[config.mk]
export PLATFORM = sky130hd
export DESIGN_NAME = tone_synth
export DESIGN_NICKNAME = d
export VERILOG_FILES = /design/src/rtl/tone_synth_pkg.sv /design/src/rtl/tone_period_rom.sv /design/src/rtl/tone_synth.sv
export SDC_FILE = /design/constraint.sdc
export NUM_CORES = 1
export LEC_CHECK = 0
export CAP_MARGIN = 20
export CORE_UTILIZATION = 30
export CTS_BUF_LIST = sky130_fd_sc_hd__clkbuf_4
export DETAILED_ROUTE_END_ITERATION = 7
export DONT_BUFFER_PORTS = 1
export SLEW_MARGIN = 20
export SYNTH_ARGS = -nofsm -noshare
export SYNTH_HDL_FRONTEND = slang
export SYNTH_HIERARCHICAL = 1
export SYNTH_SLANG_ARGS = --single-unit
export TNS_END_PERCENT = 10
[constraint.sdc]
create_clock -name clock -period 5.7 [get_ports clock]
set_input_delay 1.71 -clock clock [delete_from_list [all_inputs] [get_ports clock]]
set_output_delay 1.71 -clock clock [all_outputs]
set_load 0.05 [all_outputs]
[src/rtl/tone_synth_pkg.sv]
// Shared constants and state type for the tone synthesiser.
// Optional feature macro: TONE_SYNTH_OCTAVE_EN (octave_up input on tone_synth).
package tone_synth_pkg;

    localparam int unsigned HalfW = 18;

    // Half-period of each note in 100 MHz clock cycles
    localparam logic [HalfW-1:0] HalfC4 = 18'd191113;
    localparam logic [HalfW-1:0] HalfD4 = 18'd170265;
    localparam logic [HalfW-1:0] HalfE4 = 18'd151686;
    localparam logic [HalfW-1:0] HalfF4 = 18'd143174;
    localparam logic [HalfW-1:0] HalfG4 = 18'd127551;
    localparam logic [HalfW-1:0] HalfA4 = 18'd113636;
    localparam logic [HalfW-1:0] HalfB4 = 18'd101239;
    localparam logic [HalfW-1:0] HalfC5 = 18'd95557;

    typedef enum logic [1:0] {
        StIdle = 2'd0,
        StPlay = 2'd1,
        StGap  = 2'd2
    } state_e;

endpackage

[src/rtl/tone_period_rom.sv]
// One-hot note byte to half-period lookup; lowest set bit wins, rest (0) gives 0.
// Unaffected by TONE_SYNTH_OCTAVE_EN; octave shifting happens in tone_synth.
module tone_period_rom
    import tone_synth_pkg::*;
(
    input  logic [7:0]       note_i,
    output logic [HalfW-1:0] half_period_o
);

    always_comb begin
        half_period_o = '0;
        if      (note_i[0]) half_period_o = HalfC4;
        else if (note_i[1]) half_period_o = HalfD4;
        else if (note_i[2]) half_period_o = HalfE4;
        else if (note_i[3]) half_period_o = HalfF4;
        else if (note_i[4]) half_period_o = HalfG4;
        else if (note_i[5]) half_period_o = HalfA4;
        else if (note_i[6]) half_period_o = HalfB4;
        else if (note_i[7]) half_period_o = HalfC5;
    end

endmodule

[src/rtl/tone_synth.sv]
// Plays one note per accept: square wave for DUR_CYCLES, silent gap for GAP_CYCLES.
// Define TONE_SYNTH_OCTAVE_EN to add the octave_up input (halves every half-period).
module tone_synth
    import tone_synth_pkg::*;
#(
    parameter int unsigned DUR_CYCLES = 25_000_000,
    parameter int unsigned GAP_CYCLES = 1_000_000
) (
    input  logic       clock,
    input  logic       reset,
    input  logic       read,
    input  logic       note_valid,
    input  logic [7:0] note_in,
`ifdef TONE_SYNTH_OCTAVE_EN
    input  logic       octave_up,
`endif
    output logic       note_ready,
    output logic       audio_out,
    output logic       busy,
    output logic       note_done
);

    localparam int unsigned DurW = $clog2(DUR_CYCLES + 1);
    localparam int unsigned GapW = $clog2(GAP_CYCLES + 1);
    localparam logic [DurW-1:0] DurLast = DurW'(DUR_CYCLES - 1);
    localparam logic [GapW-1:0] GapLast = GapW'(GAP_CYCLES - 1);

    state_e           state_q, state_d;
    logic [7:0]       note_q, note_d;
    logic [DurW-1:0]  dur_q, dur_d;
    logic [GapW-1:0]  gap_q, gap_d;
    logic [HalfW-1:0] half_cnt_q, half_cnt_d;
    logic             audio_q, audio_d;
    logic             done_q, done_d;

    logic [HalfW-1:0] rom_half;
    logic [HalfW-1:0] half_period;
    logic [HalfW-1:0] half_last;

    tone_period_rom u_rom (
        .note_i        (note_q),
        .half_period_o (rom_half)
    );

`ifdef TONE_SYNTH_OCTAVE_EN
    logic oct_q, oct_d;
    assign half_period = oct_q ? (rom_half >> 1) : rom_half;

    always_ff @(posedge clock or posedge reset) begin
        if (reset) oct_q <= 1'b0;
        else       oct_q <= oct_d;
    end
`else
    assign half_period = rom_half;
`endif

    assign half_last  = half_period - HalfW'(1);
    assign note_ready = (state_q == StIdle) && read;
    assign busy       = (state_q != StIdle);
    assign audio_out  = audio_q;
    assign note_done  = done_q;

    always_comb begin
        state_d    = state_q;
        note_d     = note_q;
        dur_d      = dur_q;
        gap_d      = gap_q;
        half_cnt_d = half_cnt_q;
        audio_d    = audio_q;
        done_d     = 1'b0;
`ifdef TONE_SYNTH_OCTAVE_EN
        oct_d      = oct_q;
`endif
        case (state_q)
            StIdle: begin
                if (note_valid && read) begin
                    state_d    = StPlay;
                    note_d     = note_in;
                    dur_d      = '0;
                    half_cnt_d = '0;
                    audio_d    = 1'b0;
`ifdef TONE_SYNTH_OCTAVE_EN
                    oct_d      = octave_up;
`endif
                end
            end
            StPlay: begin
                if (!read) begin
                    state_d = StIdle;
                    audio_d = 1'b0;
                end else if (dur_q == DurLast) begin
                    state_d = StGap;
                    gap_d   = '0;
                    audio_d = 1'b0;
                end else begin
                    dur_d = dur_q + DurW'(1);
                    // A rest has a zero half-period and never toggles
                    if (half_period != '0) begin
                        if (half_cnt_q == half_last) begin
                            half_cnt_d = '0;
                            audio_d    = ~audio_q;
                        end else begin
                            half_cnt_d = half_cnt_q + HalfW'(1);
                        end
                    end
                end
            end
            StGap: begin
                if (!read) begin
                    state_d = StIdle;
                end else if (gap_q == GapLast) begin
                    state_d = StIdle;
                    done_d  = 1'b1;
                end else begin
                    gap_d = gap_q + GapW'(1);
                end
            end
            default: begin
                state_d = StIdle;
                audio_d = 1'b0;
            end
        endcase
    end

    always_ff @(posedge clock or posedge reset) begin
        if (reset) begin
            state_q    <= StIdle;
            note_q     <= '0;
            dur_q      <= '0;
            gap_q      <= '0;
            half_cnt_q <= '0;
            audio_q    <= 1'b0;
            done_q     <= 1'b0;
        end else begin
            state_q    <= state_d;
            note_q     <= note_d;
            dur_q      <= dur_d;
            gap_q      <= gap_d;
            half_cnt_q <= half_cnt_d;
            audio_q    <= audio_d;
            done_q     <= done_d;
        end
    end

endmodule
==> run metrics <==
antenna viol nets, final=0; worst skew pair latency=430 ps; Mapped Area=0.004632 sq mm; worst-case vdd ir drop=0.0001352 V; cell count after synthesis=525; DP Cell Count=696; clock sinks=75; layout cell share with drive strength beyond 1=9.924%; Slew headroom=29.44%; Die Y=126.3 microns; Post-Route WL=10.04 mm; Hold Crit Start=gap_q[3]; initial antenna violation count=0; CP max-delay cell=nor2_1; Area after DPL=0.004787 sq mm; grt total ovfl=0; Post-CTS Setup Repair Bufs=0; critical path depth=2; number of synthesized register bits=75; Seq/Total Area, Yosys=40.52%; num rows=45; drt pass-1 iters=4; Int Power=0.8024 mW; Worst Tran Pin Value=1054 ps; crit path max fanout=5; Final Hold Fails=0; leakage power=2.003 nW; P per Cell Area=247.6 mW/mm^2; Worst Hold Class=flip-flop to flip-flop; Post-Layout Cell Count=712; Via Count=3685; Min-Delay Path Depth=1; cell area after layout=0.004941 sq mm; Layout Skew=24.57 ps; core area=0.01515 sq mm; Net Sw Power=0.4211 mW; hold_buf cts=0; wire length of the first global-routing pass=17.50 mm; clock share of power=28.3%; Initial Util=30.58%; Setup violations, final=0; port bufs=0; Num CTS Buffers=9; CP delay by family, top=simple AND/OR/NAND/NOR gates; worst-case reg-to-reg path depth=12; initial detailed-routing violation count=169; logic gate share of total power=23.0%; FFs w/ async S/R, synth=100.0%; worst-path cell chain=inv_1 -> nor2_1; pin count of the biggest net entering global routing=69; clock slew at reported path FFs=120 ps; area grow syn2layout=6.672%; Most used DFF post-synth=dfrtp_1; Peak Freq=243.7 MHz; CTS Buffer Depth=2; Remaining DRCs=0; Syn Nets=541; Vias/cell=5.176; RSZ-0062 raised after global routing=no; total power=1.223 mW; total of max-cap violations=0; Cell variety after synth=62; wire length per cell=14.10 microns; num ports=16; type of origin of the critical path=input port; start of the worst register-to-register path=note_q[0]; Arr. time, crit path=2390 ps; sw frac=34.41%; vias in the first global route=3611; CP Class=input port to output port; CP startpoint=read; n_diodes=0; Mean Syn Cell Area=8.823 sq um; hpwl dp=7.111 mm; fin nets=535; critical path's largest stage delay=660 ps; Root Buffer=clkbuf_4; DIE AREA=0.01594 sq mm; Buf/Inv on CP=1; chip width=126.3 microns; EDFF count, synth=0; Required @ worst endpoint=3990 ps; routability cong.=0.7939; sequential fraction of design power=48.7%; All-Layer GR Usage=13.32%; Min Clock Period, post-route=4104 ps; Setup TNS=0 ps; Max Slew Vio Count=0; # H-tree levels=3; YS warnings=6; TritonCTS clock tree=yes; CP endpoint kind=output port; status=complete, no violations; post-CTS sizing=0; Final Cycle Share=71.99%
per-stage QoR:
stage                     setup slack (ps)  util, %  hold WS, ps
after floorplan                       1602        -        470.7
after global placement                1563    31.61        500.1
after detailed placement              1458    31.61        498.6
after CTS                             1595    32.58        523.4
after global routing                  1252    32.62        566.5
final                                 1596    32.62        522.4
layout make-up:
class | instances | area, sq um
fillers | 1552 | 10200
inverters | 21 | 78.83
multi-input cells | 410 | 2587
clock inverters | 6 | 72.57
repair buffers | 2 | 15.01
well taps | 188 | 235.2
clock buffers | 10 | 75.07
flip-flops and latches | 75 | 1877
path summary, 6_finish.rpt:
check | end | slack (ps)
worst max-delay path | note_ready | 1600
worst min-delay path | gap_q[3] | 520
worst max register to register | half_cnt_q[0] | 1620
worst min register to register | gap_q[3] | 520
max in group asynchronous | note_q[3] | 3540
min in group asynchronous | half_cnt_q[7] | 1060
flip-flops by register name, indices dropped and copies added (netlist names):
register    cells
audio_out       1
state_q         2
dur_q          25
gap_q          20
note_q          8
half_cnt_q     18
note_done       1
power groups by stage:
stage / logic, mW / clock network [mW] / registers [mW]
CTS: 0.281 / 0.364 / 0.594
floorplan: 0.249 / 0 / 0.582
global placement: 0.271 / 0 / 0.603
finish: 0.281 / 0.346 / 0.596
detailed placement: 0.279 / 0 / 0.604
global route: 0.315 / 0.387 / 0.601
Yosys cell counts (all sizes together), types with 6 or more instances:
| master | instances | area share, % |
|---|---|---|
| nor2 | 91 | 8.0 |
| dfrtp | 75 | 41 |
| xor2 | 37 | 7.0 |
| nand2 | 36 | 2.9 |
| xnor2 | 29 | 5.5 |
| nand3 | 24 | 2.6 |
| o21ai | 24 | 2.6 |
| inv | 21 | 1.7 |
| nand4 | 18 | 2.4 |
| nor3 | 16 | 1.8 |
| a21oi | 15 | 1.6 |
| clkbuf | 13 | 1.1 |
| nor4 | 13 | 1.8 |
| or3 | 11 | 1.5 |
| mux2 | 9 | 2.2 |
| nand2b | 7 | 0.95 |
| and4 | 6 | 1.1 |
| buf | 6 | 1.0 |
| nor2b | 6 | 0.81 |
| or4 | 6 | 1.1 |
cell usage in the layout, fill, tap and decap left out, drive strengths merged, types with 3 or more instances in the layout:
cell type  instances
a21boi             3
a21oi             15
and2               4
and3               5
and4               6
clkbuf            10
dfrtp             75
ha                 4
inv               24
mux2               9
nand2             36
nand2b             7
nand3             24
nand4             18
nor2              91
nor2b              6
nor3              16
nor4              13
nor4b              4
o21ai             24
o2bb2ai            3
o31ai              4
o41ai              3
or2                4
or3               11
or4                6
xnor2             29
xor2              37
routing by layer:
metal,GRT usage [%],wire length [microns],vias to the layer above
li1,-,-,1835
met1,17.37,4890,1797
met2,22.29,4834,46
met3,2.634,241,7
met4,3.898,76,0
met5,0,0,-
kinds of logic (layout without fill, tap and decap cells):
logic type / Yosys count / in the layout / share of synthesized area (%)
adder cells (fa/ha/maj): 4 / 4 / 1.081
AO/OA/AOI/OAI: 69 / 69 / 10.16
multiplexers: 11 / 11 / 2.620
AND/OR/NAND/NOR: 260 / 260 / 29.34
flip-flops: 75 / 75 / 40.52
buffers and inverters: 40 / 39 / 3.809
XOR/XNOR: 66 / 66 / 12.48
Note: power is estimated with default switching activity, not from simulation.
